**config.mk**
```make
export PLATFORM = sky130hd
export DESIGN_NAME = neg_log_iter
export DESIGN_NICKNAME = d
export VERILOG_FILES = /design/src/rtl/neg_log_iter.sv
export SDC_FILE = /design/constraint.sdc
export NUM_CORES = 2
export LEC_CHECK = 0
export CORE_MARGIN = 3
export CORE_UTILIZATION = 55
export CTS_BUF_LIST = sky130_fd_sc_hd__clkbuf_16
export CTS_CLUSTER_DIAMETER = 80
export DETAILED_ROUTE_END_ITERATION = 8
export PLACE_DENSITY = 0.72
export SYNTH_ARGS = -nofsm -noshare
export SYNTH_HDL_FRONTEND = slang
export SYNTH_SLANG_ARGS = --single-unit
```
**constraint.sdc**
```tcl
create_clock -name clock_i -period 28.5 [get_ports clock_i]
set_clock_uncertainty 0.05 [all_clocks]
set_input_delay 2.85 -clock clock_i [delete_from_list [all_inputs] [get_ports clock_i]]
set_output_delay 2.85 -clock clock_i [all_outputs]
set_load 0.02 [all_outputs]
```
**src/rtl/neg_log_iter.sv**
```systemverilog
// Iterative x = -ln(y): y is an unsigned 0.32 fraction, x is returned as 4.16 in bits [19:0].
// Define NEG_LOG_ROUND_EN to add a 21st rounding step; the default build truncates after 20 steps.
module neg_log_iter #(
    parameter int data_size = 32
) (
    input  logic                 clock_i,
    input  logic                 reset_n_i,
    input  logic [data_size-1:0] neg_log_data_i,
    input  logic                 neg_log_data_valid_i,
    output logic                 neg_log_data_ready_o,
    output logic [data_size-1:0] neg_log_data_o,
    output logic                 neg_log_data_valid_o,
    input  logic                 neg_log_data_ready_i
);

`ifdef NEG_LOG_ROUND_EN
    typedef enum logic [1:0] {IDLE, BUSY, ROUND, DONE} stateT;
`else
    typedef enum logic [1:0] {IDLE, BUSY, DONE} stateT;
`endif

    // Hard-wired e^-(2^(idx-16)) in unsigned 0.32.
    function automatic logic [31:0] tableEntry(input logic [4:0] idx);
        logic [31:0] val;
        case (idx)
            5'd19:   val = 32'h0015FC21;
            5'd18:   val = 32'h04B0556E;
            5'd17:   val = 32'h22A55547;
            5'd16:   val = 32'h5E2D58D8;
            5'd15:   val = 32'h9B4597E3;
            5'd14:   val = 32'hC75F7CF5;
            5'd13:   val = 32'hE1EB5127;
            5'd12:   val = 32'hF07D5FDE;
            5'd11:   val = 32'hF81FAB54;
            5'd10:   val = 32'hFC07F55F;
            5'd9:    val = 32'hFE01FEAB;
            5'd8:    val = 32'hFF007FD5;
            5'd7:    val = 32'hFF801FFA;
            5'd6:    val = 32'hFFC007FF;
            5'd5:    val = 32'hFFE001FF;
            5'd4:    val = 32'hFFF0007F;
            5'd3:    val = 32'hFFF8001F;
            5'd2:    val = 32'hFFFC0007;
            5'd1:    val = 32'hFFFE0002;
            5'd0:    val = 32'hFFFF0000;
            default: val = 32'h00000000;
        endcase
        return val;
    endfunction

    stateT       state_q, state_d;
    logic [31:0] yVal_q, yVal_d;
    logic [32:0] prod_q, prod_d;
    logic [19:0] xAcc_q, xAcc_d;
    logic [4:0]  stepIdx_q, stepIdx_d;

    logic [31:0] tableVal;
    logic [64:0] prodFull;
    logic [31:0] cand;
    logic        candGe;
    logic        readyInt;
    logic        validInt;

`ifdef NEG_LOG_ROUND_EN
    assign tableVal = (state_q == ROUND) ? 32'hFFFF8000 : tableEntry(stepIdx_q);
`else
    assign tableVal = tableEntry(stepIdx_q);
`endif

    // p <= 1.0 and T < 1.0, so the shifted product always fits in 32 bits.
    assign prodFull = {32'b0, prod_q} * {33'b0, tableVal};
    assign cand     = prodFull[63:32];
    assign candGe   = (cand >= yVal_q);

    always_ff @(posedge clock_i or negedge reset_n_i) begin
        if (!reset_n_i) begin
            state_q   <= IDLE;
            yVal_q    <= '0;
            prod_q    <= '0;
            xAcc_q    <= '0;
            stepIdx_q <= '0;
        end else begin
            state_q   <= state_d;
            yVal_q    <= yVal_d;
            prod_q    <= prod_d;
            xAcc_q    <= xAcc_d;
            stepIdx_q <= stepIdx_d;
        end
    end

    always_comb begin
        state_d   = state_q;
        yVal_d    = yVal_q;
        prod_d    = prod_q;
        xAcc_d    = xAcc_q;
        stepIdx_d = stepIdx_q;
        readyInt  = 1'b0;
        validInt  = 1'b0;
        case (state_q)
            IDLE: begin
                readyInt = 1'b1;
                if (neg_log_data_valid_i) begin
                    yVal_d    = neg_log_data_i;
                    prod_d    = 33'h1_0000_0000;
                    xAcc_d    = '0;
                    stepIdx_d = 5'd19;
                    state_d   = BUSY;
                end
            end
            BUSY: begin
                if (candGe) begin
                    prod_d            = {1'b0, cand};
                    xAcc_d[stepIdx_q] = 1'b1;
                end
                if (stepIdx_q == 5'd0) begin
`ifdef NEG_LOG_ROUND_EN
                    state_d = ROUND;
`else
                    state_d = DONE;
`endif
                end else begin
                    stepIdx_d = stepIdx_q - 5'd1;
                end
            end
`ifdef NEG_LOG_ROUND_EN
            // Half-LSB step: only bumps x, p is no longer needed.
            ROUND: begin
                if (candGe && (xAcc_q != 20'hFFFFF)) begin
                    xAcc_d = xAcc_q + 20'd1;
                end
                state_d = DONE;
            end
`endif
            DONE: begin
                validInt = 1'b1;
                if (neg_log_data_ready_i) begin
                    state_d = IDLE;
                end
            end
            default: begin
                state_d = IDLE;
            end
        endcase
    end

    // Ready is masked by reset so upstream never sees ready while the block is held.
    assign neg_log_data_ready_o = readyInt & reset_n_i;
    assign neg_log_data_valid_o = validInt;
    assign neg_log_data_o       = validInt ? {12'b0, xAcc_q} : '0;

endmodule

```
==> flow_metrics.env <==
export IMPL_insertion_delay_ns=0.35
export IMPL_antenna_found_initial=1
export IMPL_nets=5459
export IMPL_layout_commonest_cell="fa_1"
export IMPL_gp_congestion=0.942
export IMPL_r2r_start="stepIdx_q[3]$_DFFE_PN0P_"
export IMPL_die_area_um2=74200
export IMPL_cts_tree="yes"
export IMPL_ys_flop_type="dfrtp_1"
export IMPL_ios=70
export IMPL_yosys_area_top_type_share=0.474
export IMPL_startpoint="stepIdx_q[3]$_DFFE_PN0P_"
export IMPL_setup_viol=0
export IMPL_synth_edf_count=0
export IMPL_ctsResizeCount=0
export IMPL_worst_slew_pin_slew_ns=1.27
export IMPL_hold_class="reg2reg"
export IMPL_clk_pin_slew_ns=0.07
export IMPL_maxCapViolCount=0
export IMPL_ys_seq_elements=92
export IMPL_drt_pass1_iterations=6
export IMPL_initial_core_util=0.557
export IMPL_post_cts_buffers=0
export IMPL_grt_pass1_vias=31700
export IMPL_slew_headroom=0.154
export IMPL_root_buffer="clkbuf_16"
export IMPL_cts_made_buffers=9
export IMPL_period_share=0.438
export IMPL_synth_cells=4329
export IMPL_hpwl_mm=78.9
export IMPL_io_buffers=57
export IMPL_grt_pass1_wl_mm=171
export IMPL_whs_ns=0.443
export IMPL_layout_common_cells="fa_1, inv_1, nand2_1"
export IMPL_fin_tns_setup_ns=0
export IMPL_crit_path_end_kind="flip-flop"
export IMPL_die_w_um=272
export IMPL_ant_nets=0
export IMPL_die_height_um=272
export IMPL_wl_mm=104
export IMPL_crit_top_cell="fa_1"
export IMPL_synthArstFlopShare=1.00
export IMPL_worstPathArrival_ns=12.70
export IMPL_vias=29000
export IMPL_grt_max_degree=79
export IMPL_cts_sink_count=92
export IMPL_syn_avg_cell_area_um2=9.02
export IMPL_rsz0062_at_grt="no"
export IMPL_worst_setup_path_start_kind="flip-flop"
export IMPL_drc_errors=0
export IMPL_htree_levels=3
export IMPL_reg2reg_slack_ns=16.03
export IMPL_core_area_um2=70100
export IMPL_status="completed"
export IMPL_slew_violations=0
export IMPL_ys_types=83
export IMPL_max_stage_delay_ns=1.01
export IMPL_drive_above_1_share=0.0333
export IMPL_wl_per_cell_um=20.1
export IMPL_synth_area_top_cells="fa_1, ha_1, inv_1, and2_1, nand2_1"
export IMPL_yosysSeqAreaShare=0.0590
export IMPL_critPathMaxFanout=51
export IMPL_syn2layout_area_growth_pct=4.04
export IMPL_hold_start="xAcc_q[2]$_DFFE_PN0P_"
export IMPL_finalHoldViolCount=0
export IMPL_drt_vias_per_instance=5.64
export IMPL_yosys_warnings=0
export IMPL_synth_largest_area_cell="fa_1"
export IMPL_required_ns=28.73
export IMPL_hold_buffers=0
export IMPL_fin_crit_ns=12.47
export IMPL_syn_area_um2=39000
export IMPL_cpMaxStageDelayCell="nor2_4"
export IMPL_grt_use_total=0.294
export IMPL_drt_initial_drc_count=2035
export IMPL_fin_util=0.579
export IMPL_max_clock_freq_ghz=0.0802
export IMPL_num_rows=97
export IMPL_grt_overflow=0
export IMPL_critPathKind="reg2reg"
export IMPL_cts_path_max_buffers=2
-- cells by family after synthesis --
| logic type | after synthesis | synth area share |
|---|---|---|
| fa+ha+maj | 1226 | 0.570 |
| xor+xnor | 35 | 0.00785 |
| simple gates | 1376 | 0.176 |
| flops | 92 | 0.0590 |
| compound gates | 400 | 0.0686 |
| other cells | 1 | 0.0000960 |
| mux | 6 | 0.00173 |
| buf+inv | 1193 | 0.116 |
-- worst paths after layout --
| check | to | depth (start not counted) |
|---|---|---|
| max | xAcc_q[6]$_DFFE_PN0P_ | 34 |
| max reg2reg | xAcc_q[6]$_DFFE_PN0P_ | 34 |
| min in group asynchronous | yVal_q[21]$_DFFE_PN0P_ | 1 |
| min | xAcc_q[2]$_DFFE_PN0P_ | 2 |
| min reg2reg | xAcc_q[2]$_DFFE_PN0P_ | 2 |
| max in group asynchronous | prod_q[4]$_DFFE_PN0P_ | 2 |
-- area by class of cell --
class	count	area [um^2]
Timing Repair Buffer	115	1000
Antenna cell	1	2.50
Clock inverter	7	45.0
Clock buffer	9	225
Inverter	924	3470
Tap cell	940	1180
Fill cell	6196	29500
Multi-Input combinational cell	3055	32400
Sequential cell	92	2320
-- synth_stat cells, types with 11 or more instances --
master	n
nand3_1	20
dfrtp_1	92
a21oi_1	100
buf_4	13
nand2_1	626
a21o_1	43
clkbuf_1	243
o21bai_1	12
xnor2_1	25
fa_1	924
nor2b_1	21
nor2_1	68
nand4_1	24
a31oi_1	19
nor3_1	11
ha_1	302
a41oi_1	14
a211oi_1	11
o21ai_0	91
a22o_1	22
nand2b_1	18
inv_1	921
and2_1	552
-- per-layer routing --
layer	wire length [um]	up-vias	global-route usage
met5	0	-	0
li1	-	12600	-
met2	52100	1043	0.513
met4	4340	0	0.106
met1	40900	15100	0.386
met3	6180	238	0.0241
-- worst max-delay path, delay by kind of cell (launching register included) --
family / cells / cell delay (ns)
fa+ha+maj: 10 / 4.75
simple gates: 10 / 3.97
compound gates: 8 / 1.92
buf+inv: 5 / 1.16
flops: 1 / 0.32
xor+xnor: 1 / 0.16
-- state kept, by name, summed over array words and instances, names as in the netlist --
signal / flops
stepIdx_q: 5
state_q: 2
yVal_q: 32
xAcc_q: 20
prod_q: 33
-- stage by stage --
stage	setup slack, ns	cell area (um^2)	std cells
6_report	16.03	40600	5143
5_1_grt	15.47	40600	5142
4_1_cts	16.18	40600	5142
3_5_place_dp	16.22	40400	5126
3_3_place_gp	16.37	40400	5126
2_1_floorplan	17.79	39100	4340
Power is left out: the tool's default activity adds up to more than one toggle a clock period on the data nets, which glitch-free logic cannot reach.
